$ cat config.mk
export PLATFORM = sky130hd
export DESIGN_NAME = data_bus_router_flat
export DESIGN_NICKNAME = d
export VERILOG_FILES = /design/src/rtl/bus_defs_pkg.sv /design/src/rtl/data_bus_router_if.sv /design/src/rtl/bus_addr_decoder.sv /design/src/rtl/data_bus_router.sv /design/src/flat_wrapper.sv
export SDC_FILE = /design/constraint.sdc
export NUM_CORES = 1
export LEC_CHECK = 0
export BUFFER_PORTS_ARGS = -buffer_cell sky130_fd_sc_hd__buf_2
export CAP_MARGIN = 20
export CORE_AREA = 3 3 299 301
export DETAILED_ROUTE_END_ITERATION = 7
export DIE_AREA = 0 0 302 304
export MAX_ROUTING_LAYER = met4
export PLACE_DENSITY = 0.31
export SLEW_MARGIN = 5
export SYNTH_ARGS = -nofsm -noshare
export SYNTH_HDL_FRONTEND = slang
export SYNTH_HIERARCHICAL = 1
export SYNTH_SLANG_ARGS = --single-unit
export TNS_END_PERCENT = 100
$ cat constraint.sdc
create_clock -name clk -period 2.5 [get_ports clk]
set_clock_uncertainty 0.1 [all_clocks]
set_input_delay 0.25 -clock clk [delete_from_list [all_inputs] [get_ports clk]]
set_output_delay 0.25 -clock clk [all_outputs]
set_load 0.02 [all_outputs]
$ cat src/rtl/bus_defs_pkg.sv
// Shared definitions for the data-bus router: FSM encoding, default address map
// and default timeout.
package bus_defs_pkg;

  typedef enum logic [1:0] {
    ST_IDLE   = 2'd0,
    ST_ACCESS = 2'd1,
    ST_DONE   = 2'd2
  } state_t;

  localparam int DEF_N_SLAVES       = 6;
  localparam int DEF_ADDR_WIDTH     = 32;
  localparam int DEF_DATA_WIDTH     = 32;
  localparam int DEF_TIMEOUT_CYCLES = 256;

  localparam int CH_RAM      = 0;
  localparam int CH_FLASH    = 1;
  localparam int CH_UART     = 2;
  localparam int CH_TIMER    = 3;
  localparam int CH_GRAPHICS = 4;
  localparam int CH_ETHERNET = 5;

  localparam logic [31:0] RAM_BASE      = 32'h8000_0000;
  localparam logic [31:0] RAM_MASK      = 32'hFF80_0000;
  localparam logic [31:0] FLASH_BASE    = 32'h9000_0000;
  localparam logic [31:0] FLASH_MASK    = 32'hFF00_0000;
  localparam logic [31:0] UART_BASE     = 32'hA000_0000;
  localparam logic [31:0] UART_MASK     = 32'hFFFF_F000;
  localparam logic [31:0] TIMER_BASE    = 32'hA000_1000;
  localparam logic [31:0] TIMER_MASK    = 32'hFFFF_F000;
  localparam logic [31:0] GRAPHICS_BASE = 32'hB000_0000;
  localparam logic [31:0] GRAPHICS_MASK = 32'hFF00_0000;
  localparam logic [31:0] ETHERNET_BASE = 32'hC000_0000;
  localparam logic [31:0] ETHERNET_MASK = 32'hFFFF_0000;

  // Builds the packed per-channel base or mask table indexed by channel number.
  function automatic logic [DEF_N_SLAVES-1:0][DEF_ADDR_WIDTH-1:0] default_map(input logic want_mask);
    logic [DEF_N_SLAVES-1:0][DEF_ADDR_WIDTH-1:0] m;
    m              = '0;
    m[CH_RAM]      = want_mask ? RAM_MASK      : RAM_BASE;
    m[CH_FLASH]    = want_mask ? FLASH_MASK    : FLASH_BASE;
    m[CH_UART]     = want_mask ? UART_MASK     : UART_BASE;
    m[CH_TIMER]    = want_mask ? TIMER_MASK    : TIMER_BASE;
    m[CH_GRAPHICS] = want_mask ? GRAPHICS_MASK : GRAPHICS_BASE;
    m[CH_ETHERNET] = want_mask ? ETHERNET_MASK : ETHERNET_BASE;
    return m;
  endfunction

  localparam logic [DEF_N_SLAVES-1:0][DEF_ADDR_WIDTH-1:0] DEF_SLV_BASE = default_map(1'b0);
  localparam logic [DEF_N_SLAVES-1:0][DEF_ADDR_WIDTH-1:0] DEF_SLV_MASK = default_map(1'b1);

endpackage

$ cat src/rtl/data_bus_router_if.sv
// CPU-side and slave-side signal bundle of the data-bus router.
// slave = router view, master = CPU plus slave-device view.
interface data_bus_router_if #(
  parameter int N_SLAVES   = 6,
  parameter int ADDR_WIDTH = 32,
  parameter int DATA_WIDTH = 32
);
  localparam int MASK_W = DATA_WIDTH / 8;

  logic [ADDR_WIDTH-1:0]                cpu_address;
  logic [DATA_WIDTH-1:0]                cpu_data_wr;
  logic [MASK_W-1:0]                    cpu_mask;
  logic                                 cpu_read;
  logic                                 cpu_write;
  logic [DATA_WIDTH-1:0]                cpu_data_rd;
  logic [DATA_WIDTH-1:0]                cpu_data_rd_2;
  logic                                 cpu_stall;
  logic                                 cpu_error;

  logic [N_SLAVES-1:0][ADDR_WIDTH-1:0]  slv_address;
  logic [N_SLAVES-1:0][DATA_WIDTH-1:0]  slv_data_wr;
  logic [N_SLAVES-1:0][MASK_W-1:0]      slv_mask;
  logic [N_SLAVES-1:0]                  slv_read;
  logic [N_SLAVES-1:0]                  slv_write;
  logic [N_SLAVES-1:0][DATA_WIDTH-1:0]  slv_data_rd;
  logic [N_SLAVES-1:0]                  slv_stall;

  logic [15:0]                          err_count;

  modport slave (
    input  cpu_address, cpu_data_wr, cpu_mask, cpu_read, cpu_write,
    input  slv_data_rd, slv_stall,
    output cpu_data_rd, cpu_data_rd_2, cpu_stall, cpu_error,
    output slv_address, slv_data_wr, slv_mask, slv_read, slv_write,
    output err_count
  );

  modport master (
    output cpu_address, cpu_data_wr, cpu_mask, cpu_read, cpu_write,
    output slv_data_rd, slv_stall,
    input  cpu_data_rd, cpu_data_rd_2, cpu_stall, cpu_error,
    input  slv_address, slv_data_wr, slv_mask, slv_read, slv_write,
    input  err_count
  );

endinterface

$ cat src/rtl/bus_addr_decoder.sv
// Combinational prefix-match address decoder; the lowest matching channel wins.
module bus_addr_decoder #(
  parameter int N_SLAVES   = 6,
  parameter int ADDR_WIDTH = 32,
  parameter int IDX_W      = 3,
  parameter logic [N_SLAVES-1:0][ADDR_WIDTH-1:0] SLV_BASE = '0,
  parameter logic [N_SLAVES-1:0][ADDR_WIDTH-1:0] SLV_MASK = '0
) (
  input  logic [ADDR_WIDTH-1:0] i_address,
  output logic [N_SLAVES-1:0]   o_sel_onehot,
  output logic [IDX_W-1:0]      o_sel_idx,
  output logic                  o_hit
);

  always_comb begin
    o_sel_onehot = '0;
    o_sel_idx    = '0;
    o_hit        = 1'b0;
    // Walk downwards so the lowest matching index is written last.
    for (int i = N_SLAVES - 1; i >= 0; i--) begin
      if ((i_address & SLV_MASK[i]) == SLV_BASE[i]) begin
        o_sel_onehot    = '0;
        o_sel_onehot[i] = 1'b1;
        o_sel_idx       = IDX_W'(i);
        o_hit           = 1'b1;
      end
    end
  end

endmodule

$ cat src/rtl/data_bus_router.sv
// Registered CPU-to-slave data-bus router with per-channel stall enable,
// bus timeout, error responses and a saturating error counter.
//
// state     | meaning
// ST_IDLE   | waiting for cpu_read/cpu_write; request latched here
// ST_ACCESS | strobe on selected channel until slave completes or times out
// ST_DONE   | one-cycle response: data/error presented, stall released
module data_bus_router
  import bus_defs_pkg::*;
#(
  parameter int N_SLAVES   = DEF_N_SLAVES,
  parameter int ADDR_WIDTH = DEF_ADDR_WIDTH,
  parameter int DATA_WIDTH = DEF_DATA_WIDTH,
  parameter logic [N_SLAVES-1:0][ADDR_WIDTH-1:0] SLV_BASE = DEF_SLV_BASE,
  parameter logic [N_SLAVES-1:0][ADDR_WIDTH-1:0] SLV_MASK = DEF_SLV_MASK,
  parameter logic [N_SLAVES-1:0] SLV_STALL_EN = '1,
  parameter int TIMEOUT_CYCLES = DEF_TIMEOUT_CYCLES
) (
  input  logic             clk,
  input  logic             rst_n,
  data_bus_router_if.slave bus
);

  localparam int MASK_W = DATA_WIDTH / 8;
  localparam int IDX_W  = (N_SLAVES > 1) ? $clog2(N_SLAVES) : 1;
  localparam int CNT_W  = $clog2(TIMEOUT_CYCLES);
  localparam logic [CNT_W-1:0] CNT_LAST = CNT_W'(TIMEOUT_CYCLES - 1);

  state_t                r_state;
  state_t                w_state_nxt;
  logic                  w_req;
  logic [N_SLAVES-1:0]   w_dec_onehot;
  logic [IDX_W-1:0]      w_dec_idx;
  logic                  w_dec_hit;

  logic [N_SLAVES-1:0]   r_sel_onehot;
  logic [IDX_W-1:0]      r_sel_idx;
  logic                  r_is_write;
  logic [ADDR_WIDTH-1:0] r_addr;
  logic [DATA_WIDTH-1:0] r_wdata;
  logic [MASK_W-1:0]     r_wmask;
  logic [CNT_W-1:0]      r_cnt;
  logic [DATA_WIDTH-1:0] r_rdata;
  logic                  r_error;
  logic [15:0]           r_err_count;

  logic                  w_sel_stall;
  logic                  w_timeout;
  logic                  w_done_load;
  logic                  w_done_err;
  logic [DATA_WIDTH-1:0] w_done_data;

  assign w_req = bus.cpu_read | bus.cpu_write;

  bus_addr_decoder #(
    .N_SLAVES   (N_SLAVES),
    .ADDR_WIDTH (ADDR_WIDTH),
    .IDX_W      (IDX_W),
    .SLV_BASE   (SLV_BASE),
    .SLV_MASK   (SLV_MASK)
  ) u_decoder (
    .i_address    (bus.cpu_address),
    .o_sel_onehot (w_dec_onehot),
    .o_sel_idx    (w_dec_idx),
    .o_hit        (w_dec_hit)
  );

  // A channel with stall disabled is treated as never stalling.
  assign w_sel_stall = bus.slv_stall[r_sel_idx] & SLV_STALL_EN[r_sel_idx];
  assign w_timeout   = w_sel_stall && (r_cnt == CNT_LAST);

  always_comb begin
    w_state_nxt = r_state;
    w_done_load = 1'b0;
    w_done_err  = 1'b0;
    w_done_data = '0;
    case (r_state)
      ST_IDLE: begin
        if (w_req) begin
          if (w_dec_hit) begin
            w_state_nxt = ST_ACCESS;
          end else begin
            w_state_nxt = ST_DONE;
            w_done_load = 1'b1;
            w_done_err  = 1'b1;
          end
        end
      end
      ST_ACCESS: begin
        if (!w_sel_stall) begin
          w_state_nxt = ST_DONE;
          w_done_load = 1'b1;
          w_done_data = r_is_write ? '0 : bus.slv_data_rd[r_sel_idx];
        end else if (w_timeout) begin
          w_state_nxt = ST_DONE;
          w_done_load = 1'b1;
          w_done_err  = 1'b1;
        end
      end
      ST_DONE: w_state_nxt = ST_IDLE;
      default: w_state_nxt = ST_IDLE;
    endcase
  end

  always_ff @(posedge clk) begin
    if (!rst_n) r_state <= ST_IDLE;
    else        r_state <= w_state_nxt;
  end

  always_ff @(posedge clk) begin
    if (!rst_n) begin
      r_sel_onehot <= '0;
      r_sel_idx    <= '0;
      r_is_write   <= 1'b0;
      r_addr       <= '0;
      r_wdata      <= '0;
      r_wmask      <= '0;
      r_cnt        <= '0;
      r_rdata      <= '0;
      r_error      <= 1'b0;
      r_err_count  <= '0;
    end else begin
      if (r_state == ST_IDLE && w_req) begin
        r_sel_onehot <= w_dec_onehot;
        r_sel_idx    <= w_dec_idx;
        r_is_write   <= bus.cpu_write;
        r_addr       <= bus.cpu_address;
        r_wdata      <= bus.cpu_data_wr;
        r_wmask      <= bus.cpu_mask;
      end
      if (r_state == ST_ACCESS && w_state_nxt == ST_ACCESS) r_cnt <= r_cnt + 1'b1;
      else                                                  r_cnt <= '0;
      if (w_done_load) begin
        r_rdata <= w_done_data;
        r_error <= w_done_err;
      end
      if (w_done_load && w_done_err && (r_err_count != 16'hFFFF)) begin
        r_err_count <= r_err_count + 16'd1;
      end
    end
  end

  assign bus.cpu_stall     = (r_state == ST_IDLE && w_req) || (r_state == ST_ACCESS);
  assign bus.cpu_data_rd   = r_rdata;
  assign bus.cpu_data_rd_2 = '0;
  assign bus.cpu_error     = r_error;
  assign bus.err_count     = r_err_count;
  assign bus.slv_read      = (r_state == ST_ACCESS && !r_is_write) ? r_sel_onehot : '0;
  assign bus.slv_write     = (r_state == ST_ACCESS &&  r_is_write) ? r_sel_onehot : '0;

  always_comb begin
    bus.slv_address = '0;
    bus.slv_data_wr = '0;
    bus.slv_mask    = '0;
    for (int i = 0; i < N_SLAVES; i++) begin
      bus.slv_address[i] = r_addr & ~SLV_MASK[i];
      bus.slv_data_wr[i] = r_wdata;
      bus.slv_mask[i]    = r_wmask;
    end
  end

endmodule

$ cat src/flat_wrapper.sv
// flat-port wrapper written by rule: the top's interface ports become plain ports
module data_bus_router_flat import bus_defs_pkg::*;
#(
  parameter int N_SLAVES   = DEF_N_SLAVES,
  parameter int ADDR_WIDTH = DEF_ADDR_WIDTH,
  parameter int DATA_WIDTH = DEF_DATA_WIDTH,
  parameter logic [N_SLAVES-1:0][ADDR_WIDTH-1:0] SLV_BASE = DEF_SLV_BASE,
  parameter logic [N_SLAVES-1:0][ADDR_WIDTH-1:0] SLV_MASK = DEF_SLV_MASK,
  parameter logic [N_SLAVES-1:0] SLV_STALL_EN = '1,
  parameter int TIMEOUT_CYCLES = DEF_TIMEOUT_CYCLES
)
  (clk, rst_n, bus_cpu_address, bus_cpu_data_wr, bus_cpu_mask, bus_cpu_read, bus_cpu_write, bus_slv_data_rd, bus_slv_stall, bus_cpu_data_rd, bus_cpu_data_rd_2, bus_cpu_stall, bus_cpu_error, bus_slv_address, bus_slv_data_wr, bus_slv_mask, bus_slv_read, bus_slv_write, bus_err_count);
  data_bus_router_if #(.N_SLAVES(N_SLAVES), .ADDR_WIDTH(ADDR_WIDTH), .DATA_WIDTH(DATA_WIDTH)) bus_i ();
  input  logic clk;
  input  logic rst_n;
  input wire logic [$bits(bus_i.cpu_address)-1:0] bus_cpu_address;
  input wire logic [$bits(bus_i.cpu_data_wr)-1:0] bus_cpu_data_wr;
  input wire logic [$bits(bus_i.cpu_mask)-1:0] bus_cpu_mask;
  input wire logic [$bits(bus_i.cpu_read)-1:0] bus_cpu_read;
  input wire logic [$bits(bus_i.cpu_write)-1:0] bus_cpu_write;
  input wire logic [$bits(bus_i.slv_data_rd)-1:0] bus_slv_data_rd;
  input wire logic [$bits(bus_i.slv_stall)-1:0] bus_slv_stall;
  output wire logic [$bits(bus_i.cpu_data_rd)-1:0] bus_cpu_data_rd;
  output wire logic [$bits(bus_i.cpu_data_rd_2)-1:0] bus_cpu_data_rd_2;
  output wire logic [$bits(bus_i.cpu_stall)-1:0] bus_cpu_stall;
  output wire logic [$bits(bus_i.cpu_error)-1:0] bus_cpu_error;
  output wire logic [$bits(bus_i.slv_address)-1:0] bus_slv_address;
  output wire logic [$bits(bus_i.slv_data_wr)-1:0] bus_slv_data_wr;
  output wire logic [$bits(bus_i.slv_mask)-1:0] bus_slv_mask;
  output wire logic [$bits(bus_i.slv_read)-1:0] bus_slv_read;
  output wire logic [$bits(bus_i.slv_write)-1:0] bus_slv_write;
  output wire logic [$bits(bus_i.err_count)-1:0] bus_err_count;
  assign bus_i.cpu_address = bus_cpu_address;
  assign bus_i.cpu_data_wr = bus_cpu_data_wr;
  assign bus_i.cpu_mask = bus_cpu_mask;
  assign bus_i.cpu_read = bus_cpu_read;
  assign bus_i.cpu_write = bus_cpu_write;
  assign bus_i.slv_data_rd = bus_slv_data_rd;
  assign bus_i.slv_stall = bus_slv_stall;
  assign bus_cpu_data_rd = bus_i.cpu_data_rd;
  assign bus_cpu_data_rd_2 = bus_i.cpu_data_rd_2;
  assign bus_cpu_stall = bus_i.cpu_stall;
  assign bus_cpu_error = bus_i.cpu_error;
  assign bus_slv_address = bus_i.slv_address;
  assign bus_slv_data_wr = bus_i.slv_data_wr;
  assign bus_slv_mask = bus_i.slv_mask;
  assign bus_slv_read = bus_i.slv_read;
  assign bus_slv_write = bus_i.slv_write;
  assign bus_err_count = bus_i.err_count;
  data_bus_router #(.N_SLAVES(N_SLAVES), .ADDR_WIDTH(ADDR_WIDTH), .DATA_WIDTH(DATA_WIDTH), .SLV_BASE(SLV_BASE), .SLV_MASK(SLV_MASK), .SLV_STALL_EN(SLV_STALL_EN), .TIMEOUT_CYCLES(TIMEOUT_CYCLES)) u_core (.clk(clk), .rst_n(rst_n), .bus(bus_i));
endmodule
==> reports/results.ini, run 1 <==
[outcome]
outcome = finished clean

[clocking]
cts_inserted_buffers = 17
htreeDepth = 4
cts-root-buf = clkbuf_16
clk_latency_ps = 460
cts_num_sinks = 129
path_clk_slew_ps = 70
ctsLongestPathBuffers = 2
cts_tree = built

[yosys]
synth-edff-count = 0
synth_top_area_cell = buf_4
synth-seq-cells = 129
synth_flop_cell = dfxtp_1
syn-cell-area_um2 = 9260
synth_area_leaders = buf_4, dfxtp_1, mux4_2
yosysWarnings = 6
yosysSeqAreaShare_pct = 27.9
ys_async_sr_fraction_pct = 0
synth_top_area_share_pct = 30.8
syn_area_per_cell_um2 = 8.37
yosysUniqueCellTypes = 51
synthCells = 1106

[routing]
drtPass1Iterations = 5
routed_via_density = 3.24
wl_per_cell_um = 15.7
drt_iter0_markers = 448
drt-total-wl_um = 42700
antenna_left = 0
drc_errors = 0
routed-via-count = 8817

[sta]
drv_slew = 0
fmax_mhz = 411
finalCriticalPeriod_ps = 2430
fin_crit_sh_pct = 97.2
rsz0062_at_grt = no
setup_viol = 0
slew_headroom_pct = 64.2
tightest_slew_ps = 538
hold_violations = 0
final.setup.worst_slack_ps = 69.4

[die]
die_area_um2 = 91800
die_w_um = 302
std_cell_rows = 108
core_area_um2 = 86900
start_util_pct = 10.7
pin_count = 772
die_y_um = 304

[power_and_ir_drop]
p_per_area_nw_per_um2 = 504
p_leak_nw = 6.29
finalPower_mw = 6.53
vdd.ir_drop.worst_v = 0.000453

[setup_path]
cp-end-kind = flip-flop
required_ps = 2780
crit_type = input port to flip-flop
cpPeakStageDelay_ps = 530
cp_slowest_cell = dlygate4sd3_1
crit_family = buffers and inverters
startpoint_type = input port
worst-path-buf-inv = 5
crit_fanout = 16
path_cells = dlygate4sd3_1 > buf_2 > nor3_2 > buf_6 > nand4_4 > o211ai_1 > buf_4 > o22a_4 > buf_12 > or4_1 > a21oi_1
rrSetupSlack_ps = 130
cp_data_arrival_time_ps = 2710

[grt]
grt_remaining_overflow = 0
antenna_found_initial = 6
grt_pass1_wl_um = 58500
grtUsageTotal_pct = 9.00
grt_pass1_vias = 8388
grt_max_degree = 71

[finish]
final_nets = 1819
final_common_cell = buf_2
regArea_um2 = 2590
fin_util_pct = 14.9
multi_input_area_um2 = 4050
fillCellCount = 9872
final_cell_mix = buf_2, nand2_1, dfxtp_1
drive_gt1_share_pct = 49.6
area_delta_synth_final_pct = 39.8

[min_path]
hp-class = input port to flip-flop

[placement]
numPortBuffers = 658
place.gp.congestion = 0.818
dp_hpwl_um = 33900
pre_cts_ws_ps = -238

[run]
cap_violations = 0

-- cell usage after synthesis, types with 3 or more instances --
cell,instances
dfxtp_1,129
or3_1,4
nand2_1,183
nand2b_1,5
xnor2_1,3
clkbuf_1,32
and3_1,8
xor2_1,3
o31ai_1,9
nand4_1,8
nor2_1,20
buf_1,7
buf_2,16
mux4_2,33
o21ai_0,37
buf_4,380
o211ai_1,4
and2_1,7
inv_1,9
a21oi_1,82
nor3_1,5
nand3_1,10
or4_1,8
a22o_1,32
mux2i_1,34
nor4_1,5
-- logic make-up after synthesis --
group | share of synthesized area [%]
XOR/XNOR | 0.568
AND/OR/NAND/NOR | 14.0
other | 0.0405
buffers and inverters | 33.7
multiplexers | 11.7
adder cells (fa/ha/maj) | 0.270
AO/OA/AOI/OAI | 11.8
flip-flops | 27.9
-- path summary, 6_finish.rpt --
path,from,endpoint,cells after the start
worst min-delay path,bus_slv_data_rd[173],u_core/bus.cpu_data_rd[13],4
worst max register to register,u_core/r_sel_idx[0],u_core/bus.cpu_data_rd[26],6
worst min register to register,u_core/r_cnt[0],u_core/r_cnt[0],1
worst max-delay path,bus_cpu_address[15],u_core/bus.err_count[9],11
-- timing repair --
| item | 4_1_cts | 5_1_grt |
|---|---|---|
| setup endpoints to repair | 0 | 48 |
| hold buffers | 60 | 0 |
| buffers inserted | 0 | 2 |
| hold endpoints to repair | 59 | 0 |
| resized for setup | 0 | 14 |
-- worst reg2reg max path: cells and delay by family (launching register included) --
family | cells | cell delay [ps]
buffers and inverters | 1 | 190
AOI/OAI and AO/OA | 3 | 890
DFF | 1 | 380
and+or+nand+nor | 1 | 170
muxes | 1 | 530
-- layout make-up --
type	count	area share, %
antenna	3	0.0580
timing repair buffer	746	33.0
multi-input combinational	644	31.3
sequential	129	20.0
tap	1155	11.2
clock inverter	14	0.812
inverter	9	0.271
clock buffer	18	3.48
-- where the power goes --
group          leakage, nW  switching [mW]  internal [mW]
sequential            1.05           0.137           2.13
clock                0.261            1.13           1.33
combinational         4.97            1.15          0.635
total                 6.29            2.42           4.10
-- metrics by stage --
stage / setup TNS, ps / hold slack [ps] / instance area (um^2) / std cells
final: 0 / 93.6 / 12900 / 2718
after global routing: 0 / 60.6 / 12900 / 2718
after CTS: 0 / 28.9 / 12800 / 2713
after detailed placement: -10230 / 346 / 11600 / 2621
after global placement: -10320 / 332 / 11600 / 2621
after floorplan: 0 / 286 / 9680 / 1218
-- routing by layer --
layer  vias up  track usage (%)  share of wire [%]
met2       438             15.7                 51
met4         0             3.28                2.0
met5         -                -                  0
li1       4148                -                  -
met1      4189             9.89                 40
met3        42             2.24                6.6
-- sequential cells by signal, indices dropped and copies added (netlist names), 3 cells and up --
register,cells
u_core/r_wdata,32
u_core/bus.cpu_data_rd,32
u_core/r_sel_idx,3
u_core/bus.err_count,16
u_core/r_cnt,8
u_core/r_sel_onehot,6
u_core/r_addr,24
u_core/r_wmask,4
Note: power is estimated with default switching activity, not from simulation.
==> inputs of run 2 (changes only) <==
Settings changed: PLACE_DENSITY 0.31 to not set, PLACE_DENSITY_LB_ADDON set to 0.2, TNS_END_PERCENT 100 to not set.
==> reports/results.ini, run 2 (same netlist as run 1, synthesis figures left out) <==
[finish]
final_common_cell = buf_2
fin_util_pct = 14.8
final_nets = 1817
final_cell_mix = buf_2, nand2_1, dfxtp_1
drive_gt1_share_pct = 49.0
area_delta_synth_final_pct = 39.1
postLayoutCellArea_um2 = 12900

[min_path]
worstHoldStart = bus_cpu_address[28]
worst_hold_path.num_cells = 4
hp-class = input port to flip-flop

[setup_path]
crit_family = compound AO/OA/AOI/OAI gates
startpoint_type = flip-flop
worst-path-buf-inv = 1
crit_type = flip-flop to flip-flop
critPathLaunch = u_core/r_sel_idx[0]
cp_data_arrival_time_ps = 2610
cpPeakStageDelay_ps = 510
r2r-start = u_core/r_sel_idx[0]
cp_slowest_cell = mux4_2
path_cells = mux4_2 > a2bb2oi_2 > nor2_1 > o211a_2 > buf_12 > a22o_1
crit_fanout = 32
crit_cells = 6
cp-end-kind = flip-flop
required_ps = 2760
r2r_cells = 6

[routing]
wl_met3_um = 2830
antenna_left = 0
wl_per_cell_um = 14.8
wl_met2_um = 20400
maxUsedRoutingLayer = met4
routed_via_density = 3.17
drc_errors = 0
drt-total-wl_um = 40300
drtPass1Iterations = 4
routed-via-count = 8618
drt_iter0_markers = 315
wl_met1_um = 16500

[sta]
drv_slew = 0
setup_viol = 0
tns_ps = 0
finalCriticalPeriod_ps = 2350
fmax_mhz = 425
fin_crit_sh_pct = 94.1
hold_violations = 0
slew_headroom_pct = 56.6
tightest_slew_ps = 643
final.setup.worst_slack_ps = 147
rsz0062_at_grt = no

[die]
std_cell_rows = 108
core_area_um2 = 86900
start_util_pct = 10.7
die_w_um = 302
pin_count = 772
die_area_um2 = 91800
die_y_um = 304

[clocking]
path_clk_slew_ps = 70
cts_num_sinks = 129
cts_tree = built
htreeDepth = 4
clk_latency_ps = 460
cts_inserted_buffers = 17
cts-root-buf = clkbuf_16
ctsLongestPathBuffers = 2

[placement]
numPortBuffers = 658
place.gp.congestion = 0.802
pre_cts_ws_ps = -38.1
placed_area_um2 = 11700
dp_hpwl_um = 33000

[grt]
grtUsageTotal_pct = 8.59
grt_pass1_vias = 8255
grt_max_degree = 71
grt_pass1_wl_um = 56000
grt_remaining_overflow = 0
antenna_found_initial = 5

[power_and_ir_drop]
finalPower_mw = 6.70
vdd.ir_drop.worst_v = 0.000384
p_leak_nw = 6.27
p_per_area_nw_per_um2 = 520

[run]
cap_violations = 0

[outcome]
outcome = finished clean

==> run 2: changes by cell type in the layout (fill, tap and decap cells not counted), moves of 2 or more <==
cell,change
clkbuf_16,-4
inv_6,-3
buf_4,-5
clkinvlp_4,-4
clkinv_4,+2
a21oi_2,-2
a21oi_1,+2
bufinv_16,+3
dlygate4sd3_1,+2
buf_2,+5
buf_12,+2
==> run 2: worst register-to-register path: stages (launching register included) <==
cell       delay, ps
dfxtp_4          390
mux4_2           520
a2bb2oi_2        370
nor2_1           150
o211a_2          280
buf_12           170
a22o_1           280
==> run 2: power by group <==
group / switching (mW) / internal, mW
logic: 1.13 / 0.612
clock network: 1.09 / 1.59
registers: 0.132 / 2.13
==> run 2: layout make-up <==
| cell class | instances | area (um^2) |
|---|---|---|
| fill | 9911 | 74000 |
| sequential | 129 | 2590 |
| timing repair buffer | 744 | 4200 |
| multi-input combinational | 644 | 4000 |
| inverter | 9 | 35.0 |
| clock buffer | 19 | 443 |
| antenna | 3 | 7.51 |
| tap | 1155 | 1450 |
| clock inverter | 12 | 158 |
==> run 2: repair_timing <==
action | in CTS | in global routing
setup endpoints to repair | 0 | 1
hold buffers | 61 | 0
buffers inserted | 0 | 0
hold endpoints to repair | 60 | 0
resized for setup | 0 | 1
==> run 2: metrics by stage <==
stage / hold slack [ps] / instances
global placement: 334 / 2620
CTS: 22.8 / 2712
floorplan: 286 / 1218
finish: 77.7 / 2715
global route: 55.9 / 2715
detailed placement: 353 / 2620
==> run 2: worst paths after layout <==
check / slack, ps / to
max: 150 / u_core/bus.cpu_data_rd[10]
min: 80 / u_core/r_sel_onehot[0]
max reg2reg: 150 / u_core/bus.cpu_data_rd[10]
min reg2reg: 370 / u_core/r_cnt[0]
==> run 2: routing by layer <==
metal	vias to the layer above	track usage, %
met2	410	14.8
met1	4045	9.60
met4	0	2.43
met3	25	2.45
met5	-	-
li1	4138	-
